==> src/rtl/muldiv_pkg.sv <==
// muldiv_pkg
// Shared definitions for the iterative RV32M multiply/divide unit:
// funct3 op codes, FSM state encoding, iteration count and small
// op-classification helpers used when an operation is accepted.
package muldiv_pkg;

    localparam int ITER_COUNT = 32;

    typedef enum logic [2:0] {
        OP_MUL    = 3'b000,
        OP_MULH   = 3'b001,
        OP_MULHSU = 3'b010,
        OP_MULHU  = 3'b011,
        OP_DIV    = 3'b100,
        OP_DIVU   = 3'b101,
        OP_REM    = 3'b110,
        OP_REMU   = 3'b111
    } op_e;

    typedef enum logic [1:0] {
        ST_IDLE = 2'b00,
        ST_RUN  = 2'b01,
        ST_DONE = 2'b10
    } state_e;

    // funct3[2] separates the divide class from the multiply class
    function automatic logic is_div(input logic [2:0] f);
        return f[2];
    endfunction

    // funct3[1] selects remainder over quotient within the divide class
    function automatic logic is_rem(input logic [2:0] f);
        return f[2] & f[1];
    endfunction

    function automatic logic a_is_signed(input logic [2:0] f);
        return (f == OP_MUL) || (f == OP_MULH) || (f == OP_MULHSU) ||
               (f == OP_DIV) || (f == OP_REM);
    endfunction

    function automatic logic b_is_signed(input logic [2:0] f);
        return (f == OP_MUL) || (f == OP_MULH) ||
               (f == OP_DIV) || (f == OP_REM);
    endfunction

    // Sign of the final result; a remainder takes the dividend's sign only
    function automatic logic result_neg(input logic [2:0] f,
                                        input logic       a_msb,
                                        input logic       b_msb);
        logic sa;
        logic sb;
        sa = a_is_signed(f) & a_msb;
        sb = b_is_signed(f) & b_msb & ~is_rem(f);
        return sa ^ sb;
    endfunction

endpackage

==> src/rtl/muldiv_iter.sv <==
// muldiv_iter
// Iterative RV32M multiply/divide unit. Multiplies by radix-2 shift-add
// and divides by restoring division, one bit per cycle over 32 cycles,
// on operand magnitudes; the sign is reapplied when the result is stored.
//
// Ports
//   clk     rising-edge clock
//   rst     asynchronous reset, active high
//   start   one-cycle request, accepted in IDLE or DONE
//   funct3  RV32M operation select
//   a, b    rs1 / rs2 operands, sampled with start
//   busy    high while iterating (registered)
//   done    one-cycle pulse, result valid (registered)
//   result  registered result, held until the next done
//
// state   | meaning
// ST_IDLE | waiting for start
// ST_RUN  | iterating, one bit per cycle
// ST_DONE | result valid, done asserted for one cycle
module muldiv_iter
    import muldiv_pkg::*;
#(
    parameter int WIDTH = 32
) (
    input  logic             clk,
    input  logic             rst,
    input  logic             start,
    input  logic [2:0]       funct3,
    input  logic [WIDTH-1:0] a,
    input  logic [WIDTH-1:0] b,
    output logic             busy,
    output logic             done,
    output logic [WIDTH-1:0] result
);

    localparam int W2 = 2 * WIDTH;

    state_e             state_q, state_d;
    op_e                op_q, op_d;
    logic               neg_q, neg_d;
    logic [5:0]         cnt_q, cnt_d;
    // MUL: running product. DIV: {remainder, dividend/quotient}.
    logic [W2-1:0]      acc_q, acc_d;
    // MUL: multiplicand shifted left each step. DIV: divisor in low half.
    logic [W2-1:0]      opb_q, opb_d;
    // MUL: multiplier shifted right each step.
    logic [WIDTH-1:0]   mplier_q, mplier_d;
    logic [WIDTH-1:0]   result_q, result_d;
    logic               busy_q, busy_d;
    logic               done_q, done_d;

    logic               accept;
    logic [WIDTH-1:0]   mag_a;
    logic [WIDTH-1:0]   mag_b;

    logic [WIDTH:0]     trial;
    logic [W2-1:0]      step_acc;
    logic [W2-1:0]      step_opb;
    logic [WIDTH-1:0]   step_mplier;
    logic [W2-1:0]      prod_signed;
    logic [WIDTH-1:0]   div_sel;
    logic [WIDTH-1:0]   final_res;

    assign accept = start && (state_q != ST_RUN);

    // Magnitudes of the incoming operands; 0x80000000 maps to 2^31 unsigned
    always_comb begin
        mag_a = a;
        mag_b = b;
        if (a_is_signed(funct3) && a[WIDTH-1]) begin
            mag_a = ~a + 1'b1;
        end
        if (b_is_signed(funct3) && b[WIDTH-1]) begin
            mag_b = ~b + 1'b1;
        end
    end

    // One iteration of the datapath plus the signed result it would yield
    always_comb begin
        trial       = acc_q[W2-1:WIDTH-1] - {1'b0, opb_q[WIDTH-1:0]};
        step_acc    = acc_q;
        step_opb    = opb_q;
        step_mplier = mplier_q;
        if (is_div(op_q)) begin
            // Restore (keep the shifted remainder) when the trial subtract borrows
            if (trial[WIDTH]) begin
                step_acc = {acc_q[W2-2:0], 1'b0};
            end else begin
                step_acc = {trial[WIDTH-1:0], acc_q[WIDTH-2:0], 1'b1};
            end
        end else begin
            if (mplier_q[0]) begin
                step_acc = acc_q + opb_q;
            end
            step_opb    = opb_q << 1;
            step_mplier = mplier_q >> 1;
        end

        prod_signed = neg_q ? (~step_acc + 1'b1) : step_acc;
        div_sel     = is_rem(op_q) ? step_acc[W2-1:WIDTH] : step_acc[WIDTH-1:0];

        if (is_div(op_q)) begin
            final_res = neg_q ? (~div_sel + 1'b1) : div_sel;
        end else if (op_q == OP_MUL) begin
            final_res = prod_signed[WIDTH-1:0];
        end else begin
            final_res = prod_signed[W2-1:WIDTH];
        end
    end

    always_comb begin
        state_d  = state_q;
        op_d     = op_q;
        neg_d    = neg_q;
        cnt_d    = cnt_q;
        acc_d    = acc_q;
        opb_d    = opb_q;
        mplier_d = mplier_q;
        result_d = result_q;

        if (accept) begin
            op_d  = op_e'(funct3);
            neg_d = result_neg(funct3, a[WIDTH-1], b[WIDTH-1]);
            cnt_d = '0;
            if (is_div(funct3)) begin
                acc_d    = {{WIDTH{1'b0}}, mag_a};
                opb_d    = {{WIDTH{1'b0}}, mag_b};
                mplier_d = '0;
                if (b == '0) begin
                    // Divide by zero bypasses iteration entirely
                    state_d  = ST_DONE;
                    result_d = is_rem(funct3) ? a : '1;
                end else begin
                    state_d = ST_RUN;
                end
            end else begin
                acc_d    = '0;
                opb_d    = {{WIDTH{1'b0}}, mag_a};
                mplier_d = mag_b;
                state_d  = ST_RUN;
            end
        end else begin
            case (state_q)
                ST_RUN: begin
                    acc_d    = step_acc;
                    opb_d    = step_opb;
                    mplier_d = step_mplier;
                    cnt_d    = cnt_q + 6'd1;
                    if (cnt_q == 6'(ITER_COUNT - 1)) begin
                        state_d  = ST_DONE;
                        result_d = final_res;
                    end
                end
                ST_DONE: state_d = ST_IDLE;
                default: state_d = ST_IDLE;
            endcase
        end

        busy_d = (state_d == ST_RUN);
        done_d = (state_d == ST_DONE);
    end

    always_ff @(posedge clk or posedge rst) begin
        if (rst) begin
            state_q  <= ST_IDLE;
            op_q     <= OP_MUL;
            neg_q    <= 1'b0;
            cnt_q    <= '0;
            acc_q    <= '0;
            opb_q    <= '0;
            mplier_q <= '0;
            result_q <= '0;
            busy_q   <= 1'b0;
            done_q   <= 1'b0;
        end else begin
            state_q  <= state_d;
            op_q     <= op_d;
            neg_q    <= neg_d;
            cnt_q    <= cnt_d;
            acc_q    <= acc_d;
            opb_q    <= opb_d;
            mplier_q <= mplier_d;
            result_q <= result_d;
            busy_q   <= busy_d;
            done_q   <= done_d;
        end
    end

    assign busy   = busy_q;
    assign done   = done_q;
    assign result = result_q;

endmodule

==> config.mk <==
export PLATFORM = sky130hd
export DESIGN_NAME = muldiv_iter
export DESIGN_NICKNAME = d
export VERILOG_FILES = /design/src/rtl/muldiv_pkg.sv /design/src/rtl/muldiv_iter.sv
export SDC_FILE = /design/constraint.sdc
export NUM_CORES = 1
export LEC_CHECK = 0
export BUFFER_PORTS_ARGS = -buffer_cell sky130_fd_sc_hd__buf_2
export CELL_PAD_IN_SITES_DETAIL_PLACEMENT = 0
export CELL_PAD_IN_SITES_GLOBAL_PLACEMENT = 2
export CORE_ASPECT_RATIO = 1.1
export CORE_UTILIZATION = 38
export CTS_CLUSTER_DIAMETER = 60
export DETAILED_ROUTE_END_ITERATION = 16
export MAX_ROUTING_LAYER = met4
export PLACE_DENSITY_LB_ADDON = 0.1
export REMOVE_ABC_BUFFERS = 1
export SLEW_MARGIN = 20
export SYNTH_ARGS = -nofsm -noshare
export SYNTH_HDL_FRONTEND = slang
export SYNTH_SLANG_ARGS = --single-unit
==> constraint.sdc <==
create_clock -name clk -period 7.1 [get_ports clk]
set_input_delay 0.355 -clock clk [delete_from_list [all_inputs] [get_ports clk]]
set_output_delay 0.355 -clock clk [all_outputs]
set_load 0.03 [all_outputs]
==> flow_metrics.tcl <==
set metrics [dict create \
    required_ns 7.52 \
    synth_xor_area_share_pct 7.21 \
    cts_tree "yes" \
    synthTopCellsByArea "dfrtp_1, o21ai_0, a21oi_1" \
    io_pins 104 \
    dp_slack_ns 0.823 \
    clock-root-buffer "clkbuf_16" \
    synthMuxAreaShare_pct 4.27 \
    hold_slack_ns 0.0575 \
    die_x_um 232 \
    drt-total-wl_um 116000 \
    stdcell_count 3803 \
    fin_setup_tns_ns 0 \
    rsz0062_at_grt "no" \
    grt_use_total_pct 39.7 \
    final_nets 3194 \
    core_um2 57400 \
    die_y_um 255 \
    std_cell_rows 92 \
    synth-compound-area-share_pct 32.1 \
    synth-async-reset-ratio_pct 100 \
    relSlewSlack_pct 17.6 \
    worstPathArrival_ns 7.02 \
    drive_gt1_share_pct 10.2 \
    portBuffers 103 \
    avgSynthCellArea_um2 7.40 \
    initial_utilization_pct 38.5 \
    synth_cell_types 97 \
    post_cts_resized 0 \
    grt_max_degree 85 \
    drc 0 \
    yosys_warnings 0 \
    synth_seq_cells 206 \
    period_minus_slack_ns 6.60 \
    period_share_pct 93.0 \
    layout_setup_ws_ns 0.496 \
    synthCells 2989 \
    worst_pin_slew_ns 1.23 \
    syn2layout_area_growth_pct 12.0 \
    clock_skew_ns 0.0442 \
    hold_buffers 1 \
    setup_violations 0 \
    dpl.cell_count 3736 \
    yosysTopAreaCellShare_pct 23.3 \
    synth_top_family_by_area "compound AO/OA/AOI/OAI gates" \
    cts_buffers 35 \
    synth-edff-count 0 \
    post_cts_buffers 0 \
    slew_viol_final 0 \
    startpoint_type "flip-flop" \
    grt_pass1_wl_um 166000 \
    syn-cell-area_um2 22100 \
    maxCapViolCount 0 \
    hold_class "in2reg" \
    place_congestion 1.04 \
    vias 25220 \
    finalHoldViolations 0 \
    synth-main-ff-cell "dfrtp_1" \
    cts.sinks 206 \
    gr-total-overflow 0 \
    htreeDepth 2 \
    viasPerCell 6.63 \
    die_area_um2 59200 \
    route.detailed.wl_per_inst_um 30.5 \
    grt_antenna_before_repair 3 \
    yosysMostFrequentCell "nand2_1" \
    worstPathMaxFanout 10 \
    max_freq_mhz 151 \
    ys_seq_area_share_pct 23.3 \
    synth_common_cells "nand2_1, o21ai_0, a21oi_1" \
    yosysTopAreaCell "dfrtp_1" \
    grt_pass1_vias 23927 \
    clockBufferDepth 3 \
    outcome "complete, no violations" \
    antenna_left 0 \
    synth-simple-area-share_pct 22.7 \
    end_kind "flip-flop" \
    path_class "reg2reg" \
    drt_iter0_drc 2670 \
    worstSkewPairLatency_ns 0.58 \
    dr.pass1.iters 8 \
    yosys.area_share.adder_pct 5.84 \
    dpl.hpwl_um 89400 \
    clk_pin_slew_ns 0.05 \
]
## cell type report
cell class | instances | area (um^2)
Clock inverter | 19 | 233
Inverter | 76 | 293
Multi-Input combinational cell | 2513 | 16000
Fill cell | 6008 | 32700
Tap cell | 752 | 941
Clock buffer | 44 | 982
Timing Repair Buffer | 190 | 1190
Sequential cell | 206 | 5160
Antenna cell | 3 | 7.51
## routing by layer
layer / track usage [%] / wire [um]
met2: 59.5 / 50600
met4: 20.9 / 6760
met3: 8.36 / 10700
met5: - / 0
met1: 50.0 / 47900
## critical path, stage by stage, from the launching register on
cell and delay [ns]:
dfrtp_1 0.42, ha_1 0.52, nand4_1 0.55, nor2_1 0.42, nand2_1 0.09, a21oi_1 0.69
o31ai_1 0.23, a211oi_1 0.49, a311o_1 0.35, o211ai_1 0.24, or4b_1 0.70, or4b_1 0.78
o21ai_1 0.25, xnor2_1 0.09, a221oi_1 0.48, nor3_1 0.12
## cells in the final DEF (no fill, tap or decap), types with 12 or more instances in the layout
master	instances
a211oi_1	23
a21o_1	40
a21oi_1	273
a221oi_1	15
a22o_1	42
a311oi_1	23
a31oi_1	38
and2_1	16
and3_1	22
and4_1	12
buf_2	102
buf_4	86
clkbuf_16	37
dfrtp_1	203
ha_1	100
inv_1	72
mux2i_1	83
nand2_1	346
nand2b_1	20
nand3_1	58
nand3b_1	38
nand4_1	51
nor2_1	231
nor2b_1	34
nor3_1	80
nor4_1	33
o211ai_1	55
o21a_1	20
o21ai_0	299
o221ai_1	21
o22ai_1	58
o31ai_1	47
or2_2	15
or3_1	30
xnor2_1	97
xor2_1	85
## kinds of logic after synthesis
group / after synthesis
simple gates: 1034
compound gates: 1102
xor+xnor: 182
buf+inv: 270
fa+ha+maj: 102
flops: 206
mux: 93
## state kept, by name (all words and copies together), names as in the netlist
name	cells
result	32
opb_q	64
done	1
state_q	2
op_q	3
acc_q	64
mplier_q	32
busy	1
neg_q	1
cnt_q	6
## stage by stage
stage	cell area [um^2]	util [%]
6_report	24800	43.1
5_1_grt	24800	43.1
4_1_cts	24800	43.1
3_5_place_dp	23500	41.0
3_3_place_gp	23500	41.0
2_1_floorplan	21400	-
## path summary, 6_finish.rpt
| check | startpoint | end | slack (ns) | cells past startpoint |
|---|---|---|---|---|
| setup / recovery | acc_q[26] | result[19] | 0.50 | 15 |
| hold / removal | funct3[0] | op_q[0] | 0.06 | 3 |
| setup reg to reg | acc_q[26] | result[19] | 0.50 | 15 |
| hold reg to reg | result[4] | result[4] | 0.48 | 2 |
| max in group asynchronous | rst | acc_q[28] | 5.18 | 4 |
| min in group asynchronous | rst | mplier_q[4] | 0.40 | 3 |
Power is not shown: default switching activity piles up to over one toggle a cycle in this logic, so the estimate is an artifact.
